--- src/rtl/lc3_memaccess_ctrl.sv ---
// LC3 MemAccess stage sequencer: one handshaked memory instruction at a time,
// covering direct, indirect and store accesses with a configurable memory latency.
//
// state   | meaning
// --------+----------------------------------------------------------
// S_IDLE  | ready, waiting for start (mem_state=3)
// S_IND   | reading indirect pointer at latched ea (mem_state=1)
// S_READ  | reading data word, latched into memout on last cycle (0)
// S_WRITE | writing latched store data, DMem_we high (mem_state=2)
// S_FIN   | one-cycle completion, done (and err if illegal) (3)
module lc3_memaccess_ctrl #(
  parameter int MEM_LAT = 1
) (
  input  logic        clock,
  input  logic        reset,
  input  logic        start,
  input  logic [3:0]  opcode,
  input  logic [15:0] ea,
  input  logic [15:0] st_data,
  input  logic [15:0] DMem_dout,
  output logic        ready,
  output logic [1:0]  mem_state,
  output logic        M_control,
  output logic [15:0] DMem_addr,
  output logic [15:0] DMem_din,
  output logic        DMem_we,
  output logic [15:0] memout,
  output logic        done,
  output logic        err
);

  typedef enum logic [2:0] {S_IDLE, S_IND, S_READ, S_WRITE, S_FIN} state_t;

  localparam logic [3:0] CNT_INIT = 4'(MEM_LAT - 1);

  localparam logic [3:0] OP_LD  = 4'b0010;
  localparam logic [3:0] OP_LDR = 4'b0110;
  localparam logic [3:0] OP_LDI = 4'b1010;
  localparam logic [3:0] OP_ST  = 4'b0011;
  localparam logic [3:0] OP_STR = 4'b0111;
  localparam logic [3:0] OP_STI = 4'b1011;

  localparam logic [1:0] MS_READ  = 2'd0;
  localparam logic [1:0] MS_IND   = 2'd1;
  localparam logic [1:0] MS_WRITE = 2'd2;
  localparam logic [1:0] MS_IDLE  = 2'd3;

  state_t      state;
  logic [3:0]  cnt;
  logic        is_st;
  logic [15:0] st_q;

  assign ready = (state == S_IDLE);

  always_ff @(posedge clock or negedge reset) begin
    if (!reset) begin
      state     <= S_IDLE;
      cnt       <= '0;
      is_st     <= 1'b0;
      st_q      <= '0;
      mem_state <= MS_IDLE;
      M_control <= 1'b0;
      DMem_addr <= '0;
      DMem_din  <= '0;
      DMem_we   <= 1'b0;
      memout    <= '0;
      done      <= 1'b0;
      err       <= 1'b0;
    end else begin
      done <= 1'b0;
      err  <= 1'b0;
      case (state)
        S_IDLE: begin
          if (start) begin
            st_q      <= st_data;
            is_st     <= opcode[0];
            cnt       <= CNT_INIT;
            M_control <= 1'b0;
            case (opcode)
              OP_LD, OP_LDR: begin
                state     <= S_READ;
                mem_state <= MS_READ;
                DMem_addr <= ea;
              end
              OP_ST, OP_STR: begin
                state     <= S_WRITE;
                mem_state <= MS_WRITE;
                DMem_addr <= ea;
                DMem_din  <= st_data;
                DMem_we   <= 1'b1;
              end
              OP_LDI, OP_STI: begin
                state     <= S_IND;
                mem_state <= MS_IND;
                DMem_addr <= ea;
              end
              default: begin
                // illegal opcode: no memory access, address bus left untouched
                state <= S_FIN;
                done  <= 1'b1;
                err   <= 1'b1;
              end
            endcase
          end
        end
        S_IND: begin
          if (cnt == 4'd0) begin
            cnt       <= CNT_INIT;
            DMem_addr <= DMem_dout;
            M_control <= 1'b1;
            if (is_st) begin
              state     <= S_WRITE;
              mem_state <= MS_WRITE;
              DMem_din  <= st_q;
              DMem_we   <= 1'b1;
            end else begin
              state     <= S_READ;
              mem_state <= MS_READ;
            end
          end else begin
            cnt <= cnt - 4'd1;
          end
        end
        S_READ: begin
          if (cnt == 4'd0) begin
            memout    <= DMem_dout;
            state     <= S_FIN;
            mem_state <= MS_IDLE;
            M_control <= 1'b0;
            done      <= 1'b1;
          end else begin
            cnt <= cnt - 4'd1;
          end
        end
        S_WRITE: begin
          if (cnt == 4'd0) begin
            DMem_we   <= 1'b0;
            state     <= S_FIN;
            mem_state <= MS_IDLE;
            M_control <= 1'b0;
            done      <= 1'b1;
          end else begin
            cnt <= cnt - 4'd1;
          end
        end
        S_FIN:   state <= S_IDLE;
        default: state <= S_IDLE;
      endcase
    end
  end

endmodule

--- config.mk ---
export PLATFORM = sky130hd
export DESIGN_NAME = lc3_memaccess_ctrl
export DESIGN_NICKNAME = d
export VERILOG_FILES = /design/src/rtl/lc3_memaccess_ctrl.sv
export SDC_FILE = /design/constraint.sdc
export NUM_CORES = 1
export LEC_CHECK = 0
export BUFFER_PORTS_ARGS = -buffer_cell sky130_fd_sc_hd__buf_2
export CAP_MARGIN = 15
export CORE_MARGIN = 2
export CORE_UTILIZATION = 40
export DETAILED_ROUTE_END_ITERATION = 16
export GPL_ROUTABILITY_DRIVEN = 0
export GPL_TIMING_DRIVEN = 0
export MAX_ROUTING_LAYER = met4
export PLACE_DENSITY = 0.68
export SLEW_MARGIN = 25
export SYNTH_ARGS = -nofsm -noshare
export SYNTH_HDL_FRONTEND = slang
export SYNTH_SLANG_ARGS = --single-unit
export TNS_END_PERCENT = 30
--- constraint.sdc ---
create_clock -name clock -period 2.17 [get_ports clock]
set_clock_uncertainty 0.2 [all_clocks]
set_input_delay 0.3255 -clock clock [delete_from_list [all_inputs] [get_ports clock]]
set_output_delay 0.3255 -clock clock [all_outputs]
set_load 0.02 [all_outputs]
Word-level counts from Yosys, hierarchy flattened
Cells that the tools add are included.
- logic and storage cells: 89
- output and inout bits: 55
- bits in registers: 78
- eq/ne operators: 18
- multiplexer cells: 39
- add/subtract/negate cells: 1
- reductions and logical operators: 19
- operators by type and width (operator ; count):
    $mux W16 ; 7
    $pmux W16 S2 ; 2
    $pmux W3 S3 ; 2
    $mux W1 ; 12
    $mux W4 ; 3
    $ne A2 B2 Y1 const B ; 6
    $pmux W2 S3 ; 2
    $pmux W4 S3 ; 1
    $reduce_and A5 Y1 ; 2
    $mux W3 ; 3
    $eq A4 B2 Y1 const B ; 2
    $eq A4 B3 Y1 const B ; 2
    $eq A4 B4 Y1 const B ; 2
    $mux W2 ; 4
    $reduce_and A4 Y1 ; 2
    $reduce_or A2 Y1 ; 4
    $eq A3 B2 Y1 const B ; 2
    $pmux W1 S3 ; 2
    $reduce_and A3 Y1 ; 2
    $reduce_and A6 Y1 ; 1
    $reduce_bool A3 Y1 ; 2
    $reduce_or A6 Y1 ; 1
    $logic_not A4 Y1 ; 1
    $ne A2 B1 Y1 const B ; 2
    7 further kinds ; 8

Longest topological paths before layout
Gate-level depths: netlist of run 1.
- word-level depth: 5
- mapped depth: 7

Worst setup path after synthesis of run 1
Ideal clock, no wire load.
- kind: flip-flop to flip-flop
- start: register cnt[0]
- end: register memout[10]
- slack: 0.210 ns
- required time: 1.843 ns
- arrival: 1.633 ns
- buffers on the path: 1
- setup time: 0.127 ns
- cell stages (with the launch flop): 8
- path through: dfrtp_1 > inv_1 > ha_1 > nor3b_4 > nand3b_4 > nor2_8 > buf_6 > mux2_1
- cells in the longest elaborated chain, start to end: 2
- ends and longest elaborated chain (what ; line ; RTL):
    from (decl) ; 49 ; logic [3:0] cnt;
    from (signal assigned) ; 121 ; cnt <= cnt - 4'd1;
    from (signal assigned) ; 132 ; cnt <= cnt - 4'd1;
    from (signal assigned) ; 143 ; cnt <= cnt - 4'd1;
    $logic_not A4 Y1 ; 125 ; if (cnt == 4'd0) begin
    $reduce_and A2 Y1 (no line) ; n/a ;
    to (signal assigned) ; 126 ; memout <= DMem_dout;
    to (decl) ; 27 ; output logic [15:0] memout,
No other way between the ends.
A chain may end at the register's enable or synchronous reset.

Worst setup path after layout of run 1
- start: register cnt[0]
- end: register mem_state[1]
- cells in the longest elaborated chain, start to end: 3
- elaborated cells between the ends (all ways): 4
- classes of those cells: eq/ne: 2; reduce/logical: 2
- ends and longest elaborated chain (what ; line ; RTL):
    $logic_not A4 Y1 (*) ; 107, 125, 136 ;
    $ne A2 B2 Y1 (no line) / $ne A2 B1 Y1 (equally long branches) ; n/a ;
    $reduce_and A5 Y1 (no line) (*) ; n/a ;
    to (signal assigned) ; 113 ; mem_state <= MS_WRITE;
    to (signal assigned) ; 128 ; mem_state <= MS_IDLE;
    to (signal assigned) ; 139 ; mem_state <= MS_IDLE;
    to (decl) ; 22 ; output logic [1:0] mem_state,
Every way passes the cells marked *; elsewhere a longest branch is shown, timed or not.

==> metrics.txt, run 1 <==
post_cts resized 0; Clock Latency Late Sink 340 ps; Core Region 8678 sq um; initial drt markers 143; Async SR Flop Fraction 100.0%; Post-Route Setup TNS 0 ps; die width 98.49 microns; via count 2,725; IO Port Bufs 109; initial antenna violation count 1; CTS sink count 78; layout net count 473; Total Routing Usage GR 18.25%; cell row count 34; minimum clock period after layout 2109 ps; Mapped Area 3571 sq um; Synth cell types 40; Setup CP Type flop to flop; Slew Limit Fails 0; Syn. warnings 0; Max H-tree Level 3; unrepaired setup endpoints after global routing true; maximum clock path buffer count 2; period utilisation layout 97.17%; drt via density 5.142; worst-margin pin slew 509.1 ps; pwr dens 1557 nW/um^2; post-synth top area share 53.26%; total iterations of the first detailed-routing run 4; synth cell count leaders dfrtp_1, mux2i_1, mux2_2, nand2_1, a21oi_1; Worst Path Max Fanout 4; slew margin rel. 66.06%; cells after synthesis 287; Starting Density 41.15%; #FFs+latches synth 78; Fin. Hold Viols 0; Worst EP arrival 2180 ps; WL/cell 15.87 microns; final setup violation count 0; total routed wirelength 8413 microns; syn_nets 344; Syn Area/Cell 12.44 sq um; Critical Path Start Type flop; GR Overflow Total 0; final instance area 4572 sq um; area of the die 9699 sq um; Max VDD drop 0.0005967 V; EDFF count, synth 0; synth-to-layout area growth 28.03%; status finished clean; most common cell in the netlist dfrtp_1; # IOs 110; max-cap violation count 0; Worst setup EP type flop; largest net degree at the start of global routing 53; Die Y 98.49 microns; Seq/Total Area, Yosys 54.73%; hpwl dp 6239 microns; clock-pin slew on the worst setup and hold paths 80 ps; residual DRC count 0; Worst Hold Class input pin to flop; top cells by area, synth dfrtp_1, mux2i_1, mux2_2, mux2_1, a21oi_1; Most used DFF post-synth dfrtp_1; P_leak 0.002131 uW; area leader, netlist dfrtp_1; Clock Root Buffer clkbuf_8; ANT nets after route 0; share of layout cells above drive strength 1 43.94%; total CTS buffers 9; Fmax 474.3 MHz; vias in the first global route 2,730; first-pass GRT wire length 13,650 microns; CTS tree yes; required time of the critical path 2240 ps; DP Area 4282 sq um
cell type report:
cell class                      instances  area, sq um
Clock buffer                           10        137.6
Antenna cell                            1        2.502
Tap cell                              108        135.1
Inverter                                3        11.26
Fill cell                             802         4106
Clock inverter                          6        85.08
Timing Repair Buffer                  118        640.6
Sequential cell                        78         1954
Multi-Input combinational cell        187         1456
Buffer                                 19        148.9
path summary, 6_finish.rpt:
| kind | start | end | slack [ps] | cells past startpoint |
|---|---|---|---|---|
| min in group asynchronous | reset | done$_DFF_PN0_ | 240 | 2 |
| hold reg to reg | DMem_addr[14]$_DFFE_PN0P_ | DMem_addr[14]$_DFFE_PN0P_ | 280 | 2 |
| max in group asynchronous | reset | mem_state[0]$_DFFE_PN1P_ | 880 | 3 |
| setup reg to reg | cnt[0]$_DFFE_PN0P_ | mem_state[1]$_DFFE_PN1P_ | 60 | 8 |
| hold / removal | DMem_dout[15] | memout[15]$_DFFE_PN0P_ | 20 | 2 |
| setup / recovery | cnt[0]$_DFFE_PN0P_ | mem_state[1]$_DFFE_PN1P_ | 60 | 8 |
metrics by stage:
step | worst slack, ps | hold slack, ps | util [%] | power, uW | instances
floorplan | 210.0 | -170.1 | - | 4827 | 287
global placement | 18.42 | 259.6 | 48.99 | 5775 | 504
detailed placement | -25.06 | 73.43 | 49.34 | 5880 | 505
CTS | 55.51 | 1.228 | 52.22 | 7111 | 524
global route | -5.987 | 7.114 | 52.68 | 7574 | 530
finish | 61.46 | 17.61 | 52.68 | 7119 | 530
power breakdown:
group	switching [uW]	leakage (uW)	internal, uW
Sequential	355	0.000933	2160
Combinational	1970	0.00109	1420
Clock	533	0.000108	675
repair_timing:
action	CTS	global route
endpoints found under the setup margin	9	10
hold buffers	2	0
setup buffers	1	5
pin swaps	0	1
hold endpoints to repair	27	0
worst max-delay path, stage by stage, from the launching register on:
cell and delay (ps):
dfrtp_1 380, inv_1 120, ha_1 190, nor3b_4 250, buf_4 160, buf_4 110
mux2i_1 70, nor3_2 190, mux2_2 370
routing by layer:
metal	vias to the layer above	share of wire, %	GRT usage, %	wire, microns
met4	0	3.4	9.062	286
met2	69	50	29.20	4175
li1	1299	-	-	-
met5	-	0	-	0
met3	19	3.3	2.695	281
met1	1338	44	22.75	3669
state kept, by name (all words and copies together), names as in the netlist:
| signal | count |
|---|---|
| DMem_addr | 16 |
| DMem_din | 16 |
| memout | 16 |
| st_q | 16 |
| cnt | 4 |
| state | 3 |
| mem_state | 2 |
| DMem_we | 1 |
| M_control | 1 |
| done | 1 |
| err | 1 |
| is_st | 1 |
layout by cell type, fill, tap and decap left out, types with 2 or more instances in the layout:
cell           synthesis  final
nor2b_1                3      3
mux2_1                10     10
dfrtp_1               76     76
buf_4                  3     10
a21oi_1               20     20
nand2b_1               4      4
and4bb_2               2      2
ha_1                   2      2
o21ai_0               19     19
nor3_1                 6      6
nor2_1                 2      2
inv_1                  3      3
and2_1                 2      2
nand2_1               24     24
dlygate4sd3_1          0      2
buf_2                  5    113
clkbuf_1               3      3
mux2i_1               34     34
buf_6                  8      8
bufinv_16              0      2
clkinvlp_4             0      2
a31oi_1               16     16
clkbuf_8               0     10
mux2_2                24     24
clkinv_2               0      2
dfstp_2                2      2
kinds of logic (layout without fill, tap and decap cells):
logic type	count (synthesis)	count (layout)	share of synthesized area, %
adders and majority gates	2	2	0.7007
and+or+nand+nor	52	52	9.040
muxes	68	68	20.25
DFF	78	78	54.73
buffers and inverters	22	156	4.485
other	0	1	0
AOI/OAI and AO/OA	65	65	10.79
No activity file was read; power rests on OpenSTA's default activity.
==> run 2, diff against run 1 <==
- clock period: 2.17 -> 2.1 ns (I/O delays scaled with it)
==> metrics.txt, run 2 (synthesized netlist as in run 1, its figures left out) <==
Worst Hold Class input pin to flop (unchanged); Clock Latency Late Sink 340 ps (about the same); ANT nets after route 0 (unchanged); Placed Instances 505 (unchanged); Critical Path, Cell by Cell inv_2, ha_1, nor3b_4, buf_4, mux2i_1, nor3_2, mux2_2 (was inv_1, ha_1, nor3b_4, buf_4, buf_4, mux2i_1, nor3_2, mux2_2); P_leak 0.002151 uW (was 0.002131 uW); residual DRC count 0 (unchanged); Fin. Hold Viols 0 (unchanged); area used by multi-input combinational logic 1456 sq um (unchanged); Worst EP arrival 2070 ps (was 2180 ps); CTS tree yes (unchanged); vias in the first global route 2,786 (was 2,730); initial antenna violation count 0 (was 1); via count 2,732 (was 2,725); WHS 10.80 ps (was 17.61 ps); Routed met3 length 311 microns (was 281 microns); max-cap violation count 0 (unchanged); # IOs 110 (unchanged); Sw Share 40.17% (was 40.14%); ant diodes 0 (was 1); Fillers 790 (was 802); slew margin rel. 66.31% (was 66.06%); period utilisation layout 95.23% (was 97.17%); die width 98.49 microns (unchanged); Comb power frac 47.6% (about the same); maximum clock path buffer count 2 (unchanged); Max H-tree Level 3 (unchanged); Reg area 1954 sq um (unchanged); area of the die 9699 sq um (unchanged); Setup CP Type flop to flop (unchanged); Seq pwr share 35.5% (was 35.4%); CP peak stage delay 390 ps (was 380 ps); first-pass GRT wire length 13,970 microns (was 13,650 microns); required time of the critical path 2170 ps (was 2240 ps); total CTS buffers 9 (unchanged); unrepaired setup endpoints after global routing false (was true); Starting Density 41.15% (unchanged); final setup violation count 0 (unchanged); initial drt markers 130 (was 143); most frequent cells in the layout buf_2, dfrtp_1, mux2i_1 (unchanged); Critical Path Start Type flop (unchanged); final non-filler cell total 534 (was 530); Max VDD drop 0.0005233 V (was 0.0005967 V); share of layout cells above drive strength 1 43.19% (was 43.94%); minimum clock period after layout 2000 ps (was 2109 ps); most common cell after layout, fill and taps aside buf_2 (unchanged); drt via density 5.116 (was 5.142); cell row count 34 (unchanged); Worst Path Max Fanout 4 (unchanged); worst-margin pin slew 505.3 ps (was 509.1 ps); CTS sink count 78 (unchanged); CP max stage cell dfrtp_1 (unchanged); Core Region 8678 sq um (unchanged); max layer used met4 (unchanged); clock-pin slew on the worst setup and hold paths 80 ps (about the same); Fmax 500.1 MHz (was 474.3 MHz); total power 7344 uW (was 7119 uW); WL/cell 15.84 microns (was 15.87 microns); Slew Limit Fails 0 (unchanged); pwr dens 1584 nW/um^2 (was 1557 nW/um^2); total iterations of the first detailed-routing run 4 (unchanged); Worst setup EP type flop (unchanged); total routed wirelength 8461 microns (was 8413 microns); synth-to-layout area growth 29.82% (was 28.03%); Total Routing Usage GR 18.67% (was 18.25%); DR WL met2 4246 microns (was 4175 microns); switching pwr 2950 uW (was 2858 uW); status finished clean (unchanged); IO Port Bufs 109 (unchanged); GR Overflow Total 0 (unchanged); largest net degree at the start of global routing 53 (unchanged); Clock Root Buffer clkbuf_8 (unchanged); hpwl dp 6239 microns (unchanged); Clk pwr share 17.0% (about the same); Die Y 98.49 microns (unchanged); layout net count 478 (was 473); P_int 4394 uW (was 4261 uW); M1 wire length 3631 microns (was 3669 microns)
[run 2: cell count changes in the layout (fill, tap and decap cells not counted)]
cell	delta
dlygate4sd3_1	+8
buf_4	-3
inv_1	-2
inv_2	+2
buf_12	+1
buf_6	-1
diode_2	-1
[run 2: layout make-up]
cell class / instances / area share, %
Timing Repair Buffer: 123 / 15.06
Inverter: 3 / 0.2429
Tap cell: 108 / 2.915
Buffer: 19 / 3.401
Clock inverter: 6 / 1.835
Sequential cell: 78 / 42.16
Clock buffer: 10 / 2.969
Multi-Input combinational cell: 187 / 31.42
[run 2: timing repair]
item                                    CTS  global route
endpoints found under the setup margin   10            15
hold buffers                             10             0
pin swaps                                 1             1
cloned                                    0             0
buffers inserted                          3             0
hold endpoints to repair                 35             0
resized for setup                         0             4
[run 2: per-stage QoR]
stage | cell area (sq um) | TNS, ps | setup WS (ps) | util (%)
after CTS | 4627 | 0 | 43.24 | 53.32
after floorplan | 3571 | 0 | 140.0 | -
after global routing | 4636 | 0 | 25.96 | 53.42
after global placement | 4252 | -2494 | -51.58 | 48.99
after detailed placement | 4282 | -841.8 | -95.06 | 49.34
final | 4636 | 0 | 100.2 | 53.42
[run 2: worst paths after layout]
check / startpoint / to / slack, ps / depth (start not counted)
max in group asynchronous: reset / mem_state[0]$_DFFE_PN1P_ / 820 / 3
max: cnt[0]$_DFFE_PN0P_ / mem_state[1]$_DFFE_PN1P_ / 100 / 7
max reg2reg: cnt[0]$_DFFE_PN0P_ / mem_state[1]$_DFFE_PN1P_ / 100 / 7
min reg2reg: DMem_addr[14]$_DFFE_PN0P_ / DMem_addr[14]$_DFFE_PN0P_ / 280 / 2
min in group asynchronous: reset / DMem_din[1]$_DFFE_PN0P_ / 230 / 2
min: DMem_dout[13] / memout[13]$_DFFE_PN0P_ / 10 / 2
[run 2: metal layers]
| metal | vias to the layer above | GRT usage [%] |
|---|---|---|
| met1 | 1329 | 23.44 |
| met3 | 21 | 2.766 |
| met2 | 74 | 29.83 |
| met5 | - | - |
| met4 | 0 | 8.957 |
| li1 | 1308 | - |
[run 2: worst max-delay path, delay by kind of cell, from the launching register on]
kind	cells	cell delay [ps]
flops	1	390
fa+ha+maj	1	170
mux	2	440
simple gates	2	460
buf+inv	2	260
[run 2: power by group through the flow]
stage | clock network (uW) | registers [uW] | logic, uW
6_report | 1250 | 2600 | 3490
5_1_grt | 1340 | 2700 | 3780
4_1_cts | 1270 | 2610 | 3500
3_5_place_dp | 0 | 2630 | 3450
3_3_place_gp | 0 | 2590 | 3380
2_1_floorplan | 0 | 3210 | 1770
==> run 3, diff against run 2 <==
--- a/config.mk
+++ b/config.mk
@@ -7,3 +7,2 @@
 export LEC_CHECK = 0
-export BUFFER_PORTS_ARGS = -buffer_cell sky130_fd_sc_hd__buf_2
 export CAP_MARGIN = 15
@@ -12,2 +11,3 @@
 export DETAILED_ROUTE_END_ITERATION = 16
+export DONT_BUFFER_PORTS = 1
 export GPL_ROUTABILITY_DRIVEN = 0
@@ -15,3 +15,3 @@
 export MAX_ROUTING_LAYER = met4
-export PLACE_DENSITY = 0.68
+export PLACE_DENSITY = 0.57
 export SLEW_MARGIN = 25
==> constraint.sdc (replaced) <==
create_clock -name clock -period 2.1 [get_ports clock]
set_clock_uncertainty 0.2 [all_clocks]
set_input_delay 0.21 -clock clock [delete_from_list [all_inputs] [get_ports clock]]
set_output_delay 0.21 -clock clock [all_outputs]
set_load 0.02 [all_outputs]
==> metrics.txt, run 3 (synthesized netlist as in run 1, its figures left out) <==
# IOs 110 (unchanged); minimum clock period after layout 2022 ps (was 2000 ps); initial antenna violation count 0 (unchanged); max layer used met4 (unchanged); synth-to-layout area growth 27.05% (was 29.82%); WHS -644.4 ps (was 10.80 ps); Setup CP Type flop to flop (unchanged); pwr dens 1516 nW/um^2 (was 1584 nW/um^2); Starting Density 41.15% (unchanged); drt via density 5.417 (was 5.116); Clock Root Buffer clkbuf_8 (unchanged); share of layout cells above drive strength 1 22.38% (was 43.19%); total routed wirelength 8512 microns (was 8461 microns); status finished, violations left (was finished clean); Worst Hold Class input pin to asynchronous set/reset pin (was input pin to flop); layout net count 415 (was 478); Critical Path Start Type flop (unchanged); r2r worst-path depth 7 (unchanged); clock-pin slew on the worst setup and hold paths 80 ps (about the same); most frequent cells in the layout dfrtp_1, dlygate4sd3_1, mux2i_1 (was buf_2, dfrtp_1, mux2i_1); vias in the first global route 2,750 (was 2,786); most common cell after layout, fill and taps aside dfrtp_1 (was buf_2); CP bufs+invs 2 (unchanged); Die Y 98.49 microns (unchanged); Slew Limit Fails 0 (unchanged); IO Port Bufs 0 (was 109); Reg area 1954 sq um (unchanged); Sw Share 41.42% (was 40.17%); switching pwr 2848 uW (was 2950 uW); CTS tree yes (unchanged); Seq pwr share 48.7% (was 35.5%); ANT nets after route 0 (unchanged); CTS sink count 78 (unchanged); Max VDD drop 0.0005483 V (was 0.0005233 V); WL/cell 18.11 microns (was 15.84 microns); Clk pwr share 16.1% (was 17.0%); period utilisation layout 96.27% (was 95.23%); die width 98.49 microns (unchanged); Worst EP arrival 2040 ps (was 2070 ps); CP peak stage delay 400 ps (was 390 ps); Comb power frac 35.2% (was 47.6%); via count 2,546 (was 2,732); maximum clock path buffer count 2 (unchanged); Max H-tree Level 3 (unchanged); Routed met3 length 361 microns (was 311 microns); initial drt markers 110 (was 130); M1 wire length 3826 microns (was 3631 microns); failing checks hold timing; Largest delay share family, worst path simple AND/OR/NAND/NOR gates (unchanged); Worst setup EP type flop (unchanged); Hold Buf Count CTS 53 (was 10); Clock Latency Late Sink 340 ps (about the same); Fin. Hold Viols 78 (was 0); slew margin rel. 68.57% (was 66.31%); P_leak 0.001897 uW (was 0.002151 uW); Fmax 494.7 MHz (was 500.1 MHz); DR WL met2 4172 microns (was 4246 microns); first-pass GRT wire length 13,770 microns (was 13,970 microns); required time of the critical path 2120 ps (was 2170 ps); cell row count 34 (unchanged); ant diodes 0 (unchanged); Total Routing Usage GR 18.40% (was 18.67%); area used by multi-input combinational logic 1488 sq um (was 1456 sq um); Worst Path Max Fanout 5 (was 4); CP max stage cell dfrtp_1 (unchanged); worst-margin pin slew 465.5 ps (was 505.3 ps); GR Overflow Total 0 (unchanged); final setup violation count 0 (unchanged); Post-Route Setup TNS 0 ps (unchanged); largest net degree at the start of global routing 79 (was 53); area of the die 9699 sq um (unchanged); Fillers 799 (was 790); P_int 4028 uW (was 4394 uW); Core Region 8678 sq um (unchanged); Critical Path, Cell by Cell inv_2, ha_4, nor3b_4, nand3b_4, nor2_8, clkbuf_16, mux2_1 (was inv_2, ha_1, nor3b_4, buf_4, mux2i_1, nor3_2, mux2_2); max-cap violation count 0 (unchanged); hpwl dp 5477 microns (was 6239 microns); total CTS buffers 9 (unchanged); critical path depth in cells 7 (unchanged); total iterations of the first detailed-routing run 5 (was 4); residual DRC count 0 (unchanged)
## run 3: area by class of cell
type,count,share of cell area [%]
buffer,19,3.365
clock inverter,5,1.103
sequential,78,43.08
clock buffer,10,3.034
multi-input combinational,187,32.79
tap,108,2.978
inverter,3,0.2482
timing repair buffer,60,13.40
## run 3: per-layer routing
| layer | track usage, % | vias to the layer above |
|---|---|---|
| met1 | 23.13 | 1288 |
| met5 | - | - |
| li1 | - | 1173 |
| met3 | 3.333 | 12 |
| met4 | 7.165 | 0 |
| met2 | 29.72 | 73 |
## run 3: path summary, 6_finish.rpt
check	from	to	slack, ps
min in group clock	opcode[1]	mem_state[0]$_DFFE_PN1P_	30
min	reset	DMem_we$_DFFE_PN0P_	-640
max in group asynchronous	reset	mem_state[0]$_DFFE_PN1P_	2140
min reg2reg	st_q[3]$_DFFE_PN0P_	st_q[3]$_DFFE_PN0P_	310
max reg2reg	cnt[0]$_DFFE_PN0P_	memout[13]$_DFFE_PN0P_	80
max	cnt[0]$_DFFE_PN0P_	memout[13]$_DFFE_PN0P_	80
## run 3: what timing repair did
item / in CTS / in global routing
pin swaps: 1 / 2
cloned: 0 / 1
endpoints found under the setup margin: 10 / 21
resized for setup: 2 / 10
endpoints found under the hold margin: 149 / 78
setup buffers: 3 / 3
## run 3: through the flow
stage / util [%] / cells / instance area [sq um] / worst slack (ps) / power [uW]
after floorplan: - / 287 / 3571 / 140.0 / 4987
after global placement: 42.70 / 395 / 3706 / -77.93 / 5463
after detailed placement: 42.70 / 395 / 3706 / -128.0 / 5546
after CTS: 51.31 / 466 / 4453 / 2.100 / 6793
after global routing: 52.28 / 470 / 4537 / -2.502 / 7318
final: 52.28 / 470 / 4537 / 78.42 / 6876
## run 3: power groups by stage
| stage | Sequential [uW] | Combinational [uW] | Clock [uW] |
|---|---|---|---|
| 2_1_floorplan | 3210 | 1770 | 0 |
| 4_1_cts | 3360 | 2290 | 1140 |
| 3_5_place_dp | 3390 | 2160 | 0 |
| 5_1_grt | 3440 | 2670 | 1220 |
| 6_report | 3350 | 2420 | 1110 |
| 3_3_place_gp | 3370 | 2090 | 0 |
